$ cat src/rtl/latch_pkg.sv
// rtl/latch_pkg.sv - shared types and constants for the latch edge counter
package latch_pkg;

    typedef enum logic [1:0] {
        IDLE   = 2'd0,
        COUNT  = 2'd1,
        REPORT = 2'd2
    } state_t;

    localparam int SYNC_MIN = 2;
    localparam int SYNC_MAX = 4;

    function automatic bit in_range(input int v, input int lo, input int hi);
        return (v >= lo) && (v <= hi);
    endfunction

endpackage

$ cat src/rtl/sync_chain.sv
// rtl/sync_chain.sv - multi-flop synchroniser for one asynchronous level
module sync_chain #(
    parameter int DEPTH = 2
) (
    input  logic clk,
    input  logic rst,
    input  logic d,
    output logic q
);

    logic [DEPTH-1:0] r_sh;

    always_ff @(posedge clk) begin
        if (rst) begin
            r_sh <= '0;
        end else begin
            r_sh <= {r_sh[DEPTH-2:0], d};
        end
    end

    assign q = r_sh[DEPTH-1];

endmodule

$ cat src/rtl/latch_edge_counter.sv
// rtl/latch_edge_counter.sv - synchronise latch Q, count rising edges, hand off read-and-clear snapshots
module latch_edge_counter
    import latch_pkg::*;
#(
    parameter int WIDTH       = 8,
    parameter int SYNC_STAGES = 2
) (
    input  logic             clk,
    input  logic             rst,
    input  logic             q_in,
    input  logic             en,
    input  logic             snap,
    input  logic             snap_ready,
    output logic             q_sync,
    output logic             rise,
    output logic             fall,
    output logic [WIDTH-1:0] count,
    output logic             sat,
    output logic [WIDTH-1:0] snap_data,
    output logic             snap_valid
);

    // An out-of-range depth falls back to the minimum safe synchroniser.
    localparam int SYNC_D = in_range(SYNC_STAGES, SYNC_MIN, SYNC_MAX) ? SYNC_STAGES : SYNC_MIN;
    localparam logic [WIDTH-1:0] CNT_MAX = '1;

    state_t           r_state;
    logic [WIDTH-1:0] r_count;
    logic [WIDTH-1:0] r_snap_data;
    logic             r_sat;
    logic             r_snap_valid;
    logic             r_prev;

    logic             w_q_sync;
    logic             w_rise;
    logic             w_counting;
    logic             w_inc;
    logic             w_at_max;
    logic             w_capture;
    logic [WIDTH-1:0] w_snap_val;

    sync_chain #(
        .DEPTH(SYNC_D)
    ) u_sync (
        .clk(clk),
        .rst(rst),
        .d  (q_in),
        .q  (w_q_sync)
    );

    assign w_rise     = w_q_sync & ~r_prev;
    assign w_counting = en & (r_state != IDLE);
    assign w_inc      = w_counting & w_rise;
    assign w_at_max   = (r_count == CNT_MAX);
    assign w_capture  = snap & (r_state != REPORT);
    // A rise in the capture cycle belongs to the snapshot, not the cleared counter.
    assign w_snap_val = (w_inc && !w_at_max) ? r_count + 1'b1 : r_count;

    always_ff @(posedge clk) begin
        if (rst) begin
            r_state      <= IDLE;
            r_count      <= '0;
            r_snap_data  <= '0;
            r_sat        <= 1'b0;
            r_snap_valid <= 1'b0;
            r_prev       <= 1'b0;
        end else begin
            r_prev <= w_q_sync;
            if (w_capture) begin
                r_snap_data  <= w_snap_val;
                r_snap_valid <= 1'b1;
                r_count      <= '0;
                r_sat        <= 1'b0;
                r_state      <= REPORT;
            end else begin
                if (w_inc) begin
                    if (w_at_max) begin
                        r_sat <= 1'b1;
                    end else begin
                        r_count <= r_count + 1'b1;
                    end
                end
                case (r_state)
                    IDLE: begin
                        if (en) r_state <= COUNT;
                    end
                    COUNT: begin
                        if (!en) r_state <= IDLE;
                    end
                    REPORT: begin
                        if (r_snap_valid && snap_ready) begin
                            r_snap_valid <= 1'b0;
                            r_state      <= en ? COUNT : IDLE;
                        end
                    end
                    default: r_state <= IDLE;
                endcase
            end
        end
    end

    assign q_sync     = w_q_sync;
    assign rise       = w_rise;
    assign fall       = ~w_q_sync & r_prev;
    assign count      = r_count;
    assign sat        = r_sat;
    assign snap_data  = r_snap_data;
    assign snap_valid = r_snap_valid;

endmodule

$ cat config.mk
export PLATFORM = sky130hd
export DESIGN_NAME = latch_edge_counter
export DESIGN_NICKNAME = d
export VERILOG_FILES = /design/src/rtl/latch_pkg.sv /design/src/rtl/sync_chain.sv /design/src/rtl/latch_edge_counter.sv
export SDC_FILE = /design/constraint.sdc
export NUM_CORES = 1
export LEC_CHECK = 0
export BUFFER_PORTS_ARGS = -buffer_cell sky130_fd_sc_hd__buf_4
export CAP_MARGIN = 25
export CORE_MARGIN = 3
export CORE_UTILIZATION = 50
export CTS_CLUSTER_DIAMETER = 50
export DETAILED_ROUTE_END_ITERATION = 7
export PLACE_DENSITY = 0.76
export SLEW_MARGIN = 20
export SYNTH_ARGS = -nofsm -noshare
export SYNTH_HDL_FRONTEND = slang
export SYNTH_HIERARCHICAL = 1
export SYNTH_SLANG_ARGS = --single-unit
$ cat constraint.sdc
create_clock -name clk -period 2.76 [get_ports clk]
set_input_delay 0.276 -clock clk [delete_from_list [all_inputs] [get_ports clk]]
set_output_delay 0.276 -clock clk [all_outputs]
set_load 0.005 [all_outputs]
-- Word-level counts from Yosys, hierarchy flattened
Cells that the tools add are included.
- register bits after elaboration: 23
- bits in latches: 0
- bits in writable memories: 0
- ROM bits: 0
- input port bits: 6
- output and inout bits: 21
- logic and storage cells: 50
- memories: 0
- add/subtract/negate cells: 1
- multipliers: 0
- divide/modulo/power cells: 0
- order comparisons: 0
- equal/unequal tests: 10
- shift operators: 0
- multiplexer cells: 10
- bitwise logic cells: 8
- reduce and logical (&&, ||, !) cells: 13
- operators with widths (kind ; count):
    inequality test 3 bit (second input constant) ; 3
    adder 8 x 1 -> 8 bit (second input constant) ; 1
    equality test 8 bit (second input constant) ; 1
    two-way mux 2 bit ; 4
    two-way mux 8 bit ; 1
    inequality test 2 bit (second input constant) ; 4
    one-hot mux 2 bit (3 select lines) ; 1
    AND reduction 2 bit ; 3
    AND reduction 3 bit ; 2
    nonzero test 2 bit ; 3
    AND 1 bit ; 5
    two-way mux 1 bit ; 4
    NOT 1 bit ; 3
    equality test 2 x 1 -> 1 bit (second input constant) ; 1
    equality test 2 bit (second input constant) ; 1
    logical AND 1 bit ; 2
    logical NOT 2 bit ; 1
    OR reduction 2 bit ; 1
    logical NOT 1 bit ; 1

-- Logic depth before layout (Yosys ltp)
Gate-level depths: netlist of run 1.
- word-level depth: 5
- depth in mapped cells: 7
- depth with buffers taken out: 5

-- Modules after synthesis
Netlist of run 1, hierarchy kept.
- by module, submodules not included (module ; times used ; cells each ; area each (µm²) ; sequential area each (µm²)):
    latch_edge_counter ; 1 ; 125 ; 1004.7 ; 420.4
    sync_chain ; 1 ; 4 ; 52.6 ; 40.0

-- Worst setup path after synthesis of run 1
No wires, ideal clock.
- path kind: reg-to-reg
- start: register u_sync.r_sh[1]
- end: register r_count[7], in the netlist count[7]
- arrival: 1.699 ns
- required time: 2.690 ns
- setup slack: 0.990 ns
- stages on the path, launching flop included: 6
- path through: dfxtp_1 nand2b_1 or4_1 buf_2 or4_1 a21oi_1
- cells in the longest elaborated chain, start to end: 3
- ends and longest elaborated chain (what ; RTL line ; source):
    start, declared ; sync_chain.sv:11 ; logic [DEPTH-1:0] r_sh;
    start signal, assigned ; sync_chain.sv:17 ; r_sh <= {r_sh[DEPTH-2:0], d};
    AND 1 bit ; latch_edge_counter.sv:51 ; assign w_rise = w_q_sync & ~r_prev;
    AND 1 bit ; latch_edge_counter.sv:53 ; assign w_inc = w_counting & w_rise;
    AND reduction 2 bit (no source line) ; - ;
    end signal, assigned ; latch_edge_counter.sv:80 ; r_count <= r_count + 1'b1;
    end, declared ; latch_edge_counter.sv:28 ; logic [WIDTH-1:0] r_count;
No other way between the ends.
A chain may end at the register's enable or synchronous reset.

-- Worst setup path after layout of run 1
- start: register r_count[0], in the netlist count[0]
- end: register r_count[7], in the netlist count[7]
- cells in the longest elaborated chain, start to end: 3
- elaborated cells between the ends (all ways): 4
- ends and longest elaborated chain (what):
    parallel branches: the longest is 3 deep, another holds adder 8 x 1 -> 8 bit
Several ways; the timed one is not identified.

==> results.yml, run 1 <==
floorplan:
  start_util: 0.533
  fp.dieW_microns: 52.0
  dieHeight_microns: 52.0
  io_pins: 27
  fp-row-count: 16
  dieArea_sq_um: 2700
  core_area_sq_um: 1980
grt:
  grt_pass1_wl_microns: 4350
  globalRouteOverflowTotal: 0
  antenna_found_initial: 0
  grt_pass1_vias: 962
  grt_max_degree: 14
  track_usage: 0.210
worst_setup_path:
  endpoint_kind: "flop"
  regToRegSetupSlack_ps: 840
  critical_path_required_ps: 3010
  worst_ep_arrival_time_ps: 2170
  cp-start-kind: "flop"
  cp.buffers_inverters: 0
  crit_family: "simple AND/OR/NAND/NOR gates"
  slowest_delay_ps: 640
  cp_slowest_cell: "or4_1"
  cp_common_cell: "or4_1"
  path_cells: "nand2_1, or4_1, or4_1, a21oi_1"
  critPathMaxFanout: 10
  crit_type: "flop to flop"
synthesis:
  synth_ff_type: "dfxtp_1"
  synth_top_cell_area_share: 0.436
  synth_nets: 136
  ys_async_sr_fraction: 0
  yosysUniqueCellTypes: 27
  post-synth-top-area-cell: "dfxtp_1"
  ys_seq_area_frac: 0.436
  synth_xor_area_frac: 0
  synthAdderAreaFrac: 0.0118
  synthCells: 129
  synth_top_family_by_area: "simple AND/OR/NAND/NOR gates"
  avgSynthCellArea_sq_um: 8.20
  synthMuxAreaShare: 0.00947
  yosys-top-cells-area: "dfxtp_1 44%, nand2_1 6.0%, a21oi_1 5.2%, or4_1 5.0%, nand3_1 3.8%"
  synth-seq-cells: 23
  yosysWarnings: 6
  syn-cell-area_sq_um: 1060
  synth_compound_area_frac: 0.183
  synth-edff-count: 0
  synthSimpleGateAreaFrac: 0.329
drt:
  drt-initial-drc-count: 21
  vias: 1033
  via_per_inst: 5.68
  drtPass1Iterations: 4
  routed_wl_microns: 2490
  antenna_left: 0
  drc_errors: 0
  wl_per_cell_microns: 13.7
finish:
  fin_cells: 182
  final_cell_mix: "28 x buf_4, 23 x dfxtp_1, 17 x nand2_1"
  final_core_util: 0.657
  nNetsFinal: 163
  final_common_cell: "buf_4"
  final_layout_size_suffix_gt1_frac: 0.206
  diodes: 0
  area_delta_synth_final_pct: 23.2
timing:
  setup_violations: 0
  tightest_slew_ps: 757
  fmax_mhz: 521
  finalHoldViolations: 0
  relSlewSlack: 0.494
  period_needed_ps: 1920
  fin_crit_sh: 0.695
  grt_setup_unrepaired: "no"
  whs_ps: 163
  finClkSkew_ps: 6.34
  slew_violations: 0
  setup_tns_ps: 0
worst_hold_path:
  hp-class: "input port to flop"
pwr:
  p_per_area_nw_per_um2: 415
  p_leak_nw: 0.498
  total_power_mw: 0.540
  vdd_drop_max_v: 0.000305
clock_tree:
  clk_pin_slew_ps: 130
  post-cts-setup-buffers: 0
  cts_resized: 0
  cts_buffer_depth: 2
  cts_root_buf: "clkbuf_4"
  tritoncts: "done"
  clock_latency_ps: 310
  cts.sink_count: 23
  cts_hold_buffers: 0
  cts_made_buffers: 3
  cts-htree-levels: 1
placement:
  gp_congestion: 0.812
  portBuffers: 26
  placedCellCount: 178
  dp.final_hpwl_microns: 1810
flow_run:
  timing.max_cap.violations: 0
status:
  status: "complete, no violations"
## through the flow
stage / worst slack [ps] / area [sq um]
6_report: 841 / 1300
5_1_grt: 695 / 1300
4_1_cts: 849 / 1300
3_5_place_dp: 881 / 1280
3_3_place_gp: 930 / 1280
2_1_floorplan: 990 / 1060
## cells in the mapped netlist (2+ instances only)
| library cell | count |
|---|---|
| o21ai_0 | 5 |
| buf_2 | 2 |
| nand3_1 | 8 |
| or4_1 | 7 |
| o211ai_1 | 5 |
| dfxtp_1 | 23 |
| nor2_1 | 8 |
| o31ai_1 | 4 |
| nand4_1 | 3 |
| a21oi_1 | 11 |
| nand2_1 | 17 |
| nor2b_1 | 5 |
| inv_1 | 2 |
| nor3_1 | 2 |
| a32oi_1 | 2 |
| nand2b_1 | 6 |
| nor4_1 | 3 |
| clkbuf_1 | 4 |
| or3_1 | 4 |
## registers in the layout (all words and copies together) (netlist names)
signal	cells
count	8
r_prev	1
snap_valid	1
sat	1
snap_data	8
u_sync/r_sh	2
r_state	2
## worst reg2reg max path, delay by kind of cell, from the launching register on
family          cells  cell delay [ps]
compound gates      1              140
flops               1              460
simple gates        3             1270
## metal layers
metal  part of all wire  global-route usage  routed length [microns]  vias to the layer above
li1                   -                   -                        -                      531
met3              0.042              0.0258                      104                        4
met1               0.48               0.283                     1190                      475
met5                  0                   0                        0                        -
met2               0.48               0.351                     1190                       23
met4             0.0056              0.0524                       14                        0
## cell type report
type | instances | area, sq um
multi-input combinational | 98 | 564
clock buffer | 4 | 26.3
timing repair buffer | 28 | 210
inverter | 2 | 7.51
sequential | 23 | 460
tap | 27 | 33.8
fill | 191 | 679
## path summary, 6_finish.rpt
check / start / to / depth (start not counted)
setup / recovery: count[0] / count[7] / 4
hold / removal: rst / u_sync/r_sh[1] / 2
hold reg to reg: u_sync/r_sh[0] / u_sync/r_sh[1] / 1
setup reg to reg: count[0] / count[7] / 4
## power by group
group	total (mW)	internal, mW	switching [mW]
Clock	0.156	0.0564	0.0998
Combinational	0.0425	0.0165	0.0260
Sequential	0.342	0.338	0.00403
## cell families after synthesis
logic type,Yosys count
AND/OR/NAND/NOR,66
AO/OA/AOI/OAI,30
flip-flops,23
buffers and inverters,8
multiplexers,1
adder cells (fa/ha/maj),1
Power figures use the tool's default switching activity.
==> inputs of run 2 (changes only) <==
--- a/config.mk
+++ b/config.mk
@@ -8,10 +8,10 @@
 export BUFFER_PORTS_ARGS = -buffer_cell sky130_fd_sc_hd__buf_4
 export CAP_MARGIN = 25
 export CORE_MARGIN = 3
-export CORE_UTILIZATION = 50
+export CORE_UTILIZATION = 46
 export CTS_CLUSTER_DIAMETER = 50
 export DETAILED_ROUTE_END_ITERATION = 7
-export PLACE_DENSITY = 0.76
+export PLACE_DENSITY = 0.74
 export SLEW_MARGIN = 20
 export SYNTH_ARGS = -nofsm -noshare
 export SYNTH_HDL_FRONTEND = slang
==> constraint.sdc (replaced) <==
create_clock -name clk -period 1.7 [get_ports clk]
set_input_delay 0.17 -clock clk [delete_from_list [all_inputs] [get_ports clk]]
set_output_delay 0.17 -clock clk [all_outputs]
set_load 0.005 [all_outputs]
==> run 2 against run 1 <==
  * Sequential power increased by 61%
  * Largest power group unchanged
  * Critical path depth unchanged
  * Core utilization increased by 4.5 points
  * Clock-buffer cell count unchanged
  * Register-to-register slack got worse by 810 ps
  * Global-route usage grew 0.41 points
  * Cell count increased by 7.1%
  * Worst hold slack worse by 110 ps
  * Combinational power up 96%
  * Non-clock buffer count is 12 higher
  * Cell area increased by 11%
==> results.yml, run 2 (synthesis gave the netlist of run 1 again) <==
finish:
  diodes: 0
  area_delta_synth_final_pct: 37.0
  post-route-cell-area_sq_um: 1450
  final_cell_mix: "40 x buf_4, 18 x dfxtp_1, 14 x nand2_1"
  nFillCells: 176
  final_common_cell: "buf_4"
  final_layout_size_suffix_gt1_frac: 0.339
  nNetsFinal: 176
placement:
  dp.final_hpwl_microns: 2000
  gp_congestion: 0.856
  portBuffers: 26
  placed_area_sq_um: 1350
drt:
  antenna_left: 0
  drc_errors: 0
  routed_wl_microns: 2890
  via_per_inst: 5.93
  drt-initial-drc-count: 24
  drtPass1Iterations: 4
  wl_per_cell_microns: 14.8
  vias: 1157
timing:
  period_needed_ps: 1670
  finClkSkew_ps: 5.74
  finalHoldViolations: 0
  setup_tns_ps: 0
  setup_violations: 0
  slew_violations: 0
  relSlewSlack: 0.487
  fmax_mhz: 599
  tightest_slew_ps: 767
  fin_crit_sh: 0.981
worst_setup_path:
  worst_ep_arrival_time_ps: 1920
  cp_slowest_cell: "or4_4"
  path_cells: "nand2_2, or4_4, or4_1, a21oi_2"
  critPathMaxFanout: 5
  slowest_delay_ps: 570
  endpoint_kind: "flop"
  critical_path_required_ps: 1950
  cp-start-kind: "flop"
  crit_type: "flop to flop"
clock_tree:
  clk_pin_slew_ps: 130
  clock_latency_ps: 310
  cts_made_buffers: 3
  cts_hold_buffers: 0
  cts_root_buf: "clkbuf_4"
  cts_buffer_depth: 2
  tritoncts: "done"
  cts-htree-levels: 1
  cts.sink_count: 23
floorplan:
  dieArea_sq_um: 2910
  dieHeight_microns: 53.9
  start_util: 0.513
  fp.dieW_microns: 53.9
  io_pins: 27
  fp-row-count: 16
  core_area_sq_um: 2060
grt:
  antenna_found_initial: 0
  track_usage: 0.214
  grt_max_degree: 20
  grt_pass1_wl_microns: 4520
  grt_pass1_vias: 1041
  globalRouteOverflowTotal: 0
pwr:
  p_per_area_nw_per_um2: 616
  total_power_mw: 0.892
  p_leak_nw: 0.569
  vdd_drop_max_v: 0.000566
worst_hold_path:
  hp-class: "input port to flop"
status:
  status: "complete, no violations"
flow_run:
  timing.max_cap.violations: 0
==> run 2: stage by stage <==
step | instances | setup slack (ps) | util | hold slack, ps
finish | 195 | 31.9 | 0.703 | 50.6
global placement | 187 | 3.85 | 0.656 | 382
CTS | 191 | 37.5 | 0.672 | 50.1
detailed placement | 187 | -34.1 | 0.656 | 387
global route | 195 | -19.0 | 0.703 | 40.8
floorplan | 129 | 43.4 | - | 234
==> run 2: worst paths after layout <==
kind | start | to | slack [ps] | cells past startpoint
max | count[0] | count[7] | 30 | 4
min | rst | u_sync/r_sh[1] | 50 | 2
max reg2reg | count[0] | count[7] | 30 | 4
min reg2reg | u_sync/r_sh[0] | u_sync/r_sh[1] | 460 | 1
==> run 2: critical path: cells and delay by family (launching register included) <==
family / cells / cell delay (ps)
simple gates: 3 / 1080
compound gates: 1 / 130
flops: 1 / 390
==> run 2: repair_timing <==
action | 4_1_cts | 5_1_grt
buffers inserted | 0 | 3
gates cloned | 0 | 1
gates resized for setup | 2 | 10
setup endpoints to repair | 6 | 5
pin swaps | 0 | 1
==> run 2: power by group <==
| part | switching, mW | internal (mW) |
|---|---|---|
| logic | 0.0495 | 0.0339 |
| registers | 0.00669 | 0.546 |
| clock network | 0.165 | 0.0917 |
==> run 2: final cells by class <==
type / instances / area [sq um] / share of cell area
well taps: 27 / 33.8 / 0.0233
multi-input cells: 99 / 609 / 0.421
clock buffers: 4 / 26.3 / 0.0181
repair buffers: 40 / 300 / 0.207
flip-flops and latches: 23 / 472 / 0.326
inverters: 2 / 7.51 / 0.00518
==> run 2: layer usage <==
layer  track usage  vias to the layer above  part of all wire
met1         0.259                      551              0.42
met5             0                        -                 0
li1              -                      562                 -
met4        0.0638                        0             0.014
met2         0.389                       38              0.50
met3        0.0249                        6             0.069
==> inputs of run 3 (changes only) <==
--- a/config.mk
+++ b/config.mk
@@ -5,6 +5,7 @@
 export SDC_FILE = /design/constraint.sdc
 export NUM_CORES = 1
 export LEC_CHECK = 0
+export ABC_AREA = 1
 export BUFFER_PORTS_ARGS = -buffer_cell sky130_fd_sc_hd__buf_4
 export CAP_MARGIN = 25
 export CORE_MARGIN = 3
==> run 3 against run 2 <==
  * Sequential share of layout area is 2.6 points higher
  * Critical path depth is 6 higher
  * Worst setup slack better by 200 ps
  * Cell count is 2.1% higher
  * Via count is 19% lower
  * Combinational power is 20% lower
  * Total power is 2.2% lower
  * Largest cell class unchanged
  * Largest power group unchanged
==> results.yml, run 3 <==
finish:
  final_core_util: 0.635
  final_common_cell: "nand2_1"
  diodes: 0
  final_layout_size_suffix_gt1_frac: 0.297
  post-route-cell-area_sq_um: 1310
  nNetsFinal: 180
  final_cell_mix: "47 x nand2_1, 26 x buf_4, 23 x dfxtp_1"
  area_delta_synth_final_pct: 24.2
drt:
  via_per_inst: 4.71
  drt-initial-drc-count: 18
  drtPass1Iterations: 4
  wl_per_cell_microns: 11.0
  routed_wl_microns: 2190
  drc_errors: 0
  vias: 938
  antenna_left: 0
pwr:
  p_int_mw: 0.666
  p_sw_mw: 0.207
  switching_share: 0.237
  combPwrFrac: 0.076
  seq_power_share: 0.636
  total_power_mw: 0.873
  power_frac_clock: 0.288
  p_leak_nw: 0.634
  vdd_drop_max_v: 0.000504
  p_per_area_nw_per_um2: 667
floorplan:
  dieArea_sq_um: 2900
  fp-row-count: 16
  io_pins: 27
  dieHeight_microns: 53.9
  fp.dieW_microns: 53.9
  core_area_sq_um: 2060
  start_util: 0.511
synthesis:
  synth-edff-count: 0
  syn-cell-area_sq_um: 1050
  synth_common_cells: "47 x nand2_1, 23 x dfxtp_1, 14 x nor2_1"
  ys_seq_area_frac: 0.437
  yosysUniqueCellTypes: 21
  post-synth-top-area-cell: "dfxtp_1"
  synth-seq-cells: 23
  yosys-top-cells-area: "dfxtp_1 44%, nand2_1 17%, nand2_2 7.1%, nor2_1 5.0%, nor2_4 4.3%"
  ys_async_sr_fraction: 0
  synth_top_cell_area_share: 0.437
  synthCells: 142
  avgSynthCellArea_sq_um: 7.42
  yosysWarnings: 6
  synth_nets: 149
  yosys.cell_count.top_type: "nand2_1"
  synth_ff_type: "dfxtp_1"
worst_setup_path:
  path_cells: "ha_1, inv_1, nor2_4, nand2_4, nand2_8, inv_6, nand2_2, nand2_1, nand2_1, nand2_1"
  critical_path_required_ps: 1910
  reg2reg_to: "snap_data[5]"
  reg2reg_depth: 10
  slowest_delay_ps: 440
  r2r_start: "count[0]"
  crit_family: "simple AND/OR/NAND/NOR gates"
  critPathMaxFanout: 10
  crit_type: "flop to flop"
  worst_ep_arrival_time_ps: 1690
  cp-start-kind: "flop"
  cp_common_cell: "nand2_1"
  cp.buffers_inverters: 2
  endpoint_kind: "flop"
  regToRegSetupSlack_ps: 230
  cp_slowest_cell: "dfxtp_1"
grt:
  grt_pass1_vias: 899
  track_usage: 0.177
  globalRouteOverflowTotal: 0
  grt_pass1_wl_microns: 3750
  antenna_found_initial: 0
  grt_max_degree: 13
worst_hold_path:
  hp-class: "input port to flop"
  min_from: "q_in"
  whs_path_depth: 3
  hold_end: "u_sync/r_sh[0]"
status:
  status: "complete, no violations"
timing:
  finalHoldViolations: 0
  fmax_mhz: 679
  fin_crit_sh: 0.866
  slew_violations: 0
  setup_violations: 0
  finClkSkew_ps: 3.89
  period_needed_ps: 1470
  relSlewSlack: 0.830
  setup_tns_ps: 0
  grt_setup_unrepaired: "no"
  tightest_slew_ps: 253
  whs_ps: 49.1
clock_tree:
  cts_hold_buffers: 0
  cts_buffer_depth: 2
  tritoncts: "done"
  cts-htree-levels: 1
  clock_latency_ps: 310
  cts_resized: 0
  clk_pin_slew_ps: 120
  cts.sink_count: 23
  cts_made_buffers: 3
  cts_root_buf: "clkbuf_4"
  post-cts-setup-buffers: 0
placement:
  dp.final_hpwl_microns: 1730
  placed_area_sq_um: 1280
  portBuffers: 26
  gp_congestion: 0.869
flow_run:
  timing.max_cap.violations: 0
[run 3: cell count changes after synthesis, moves of 6 or more]
cell,change
nand2_1,+30
or4_1,-7
inv_1,+9
nand2b_1,-6
nand2_2,+12
nor2_1,+6
[run 3: worst max path at each step]
stage                        start           end  slack (ps)  cells past startpoint
after floorplan           count[0]  snap_data[4]         370                     10
after global placement    count[0]  snap_data[3]         310                     10
after detailed placement  count[0]  snap_data[5]         230                     10
after CTS                 count[0]  snap_data[5]         210                     10
after global routing      count[0]  snap_data[1]          80                      8
final                     count[0]  snap_data[5]         230                     10
[run 3: logic make-up after synthesis]
family / Yosys count / share of synthesized area
flip-flops: 23 / 0.437
AO/OA/AOI/OAI: 13 / 0.0653
adder cells (fa/ha/maj): 1 / 0.0119
buffers and inverters: 14 / 0.0546
AND/OR/NAND/NOR: 88 / 0.406
XOR/XNOR: 3 / 0.0249
[run 3: layout make-up]
| cell class | instances | area (sq um) |
|---|---|---|
| Sequential cell | 23 | 460 |
| Inverter | 14 | 57.6 |
| Timing Repair Buffer | 26 | 195 |
| Clock buffer | 4 | 26.3 |
| Tap cell | 27 | 33.8 |
| Fill cell | 190 | 753 |
| Multi-Input combinational cell | 105 | 536 |
[run 3: per-stage QoR]
stage          setup WS (ps)  std cells
3_5_place_dp             230        195
3_3_place_gp             314        195
2_1_floorplan            374        142
4_1_cts                  211        199
6_report                 227        199
5_1_grt                 84.2        199
[run 3: power by group through the flow]
stage / sequential, mW / clock (mW) / combinational, mW
after global placement: 0.567 / 0 / 0.0656
after CTS: 0.555 / 0.260 / 0.0671
after detailed placement: 0.567 / 0 / 0.0671
after global routing: 0.557 / 0.272 / 0.0753
final: 0.555 / 0.251 / 0.0664
after floorplan: 0.566 / 0 / 0.0376
[run 3: metal layers]
metal	wire length [microns]	GRT usage	part of all wire
met5	0	0	0
met1	1090	0.227	0.50
met2	956	0.284	0.44
met4	32	0.0681	0.015
met3	107	0.0443	0.049
[run 3: worst reg2reg max path, stage by stage, from the launching register on]
cell and delay, ps:
dfxtp_1 440, ha_1 220, inv_1 80, nor2_4 160, nand2_4 80, nand2_8 100
inv_6 60, nand2_2 70, nand2_1 50, nand2_1 50, nand2_1 50
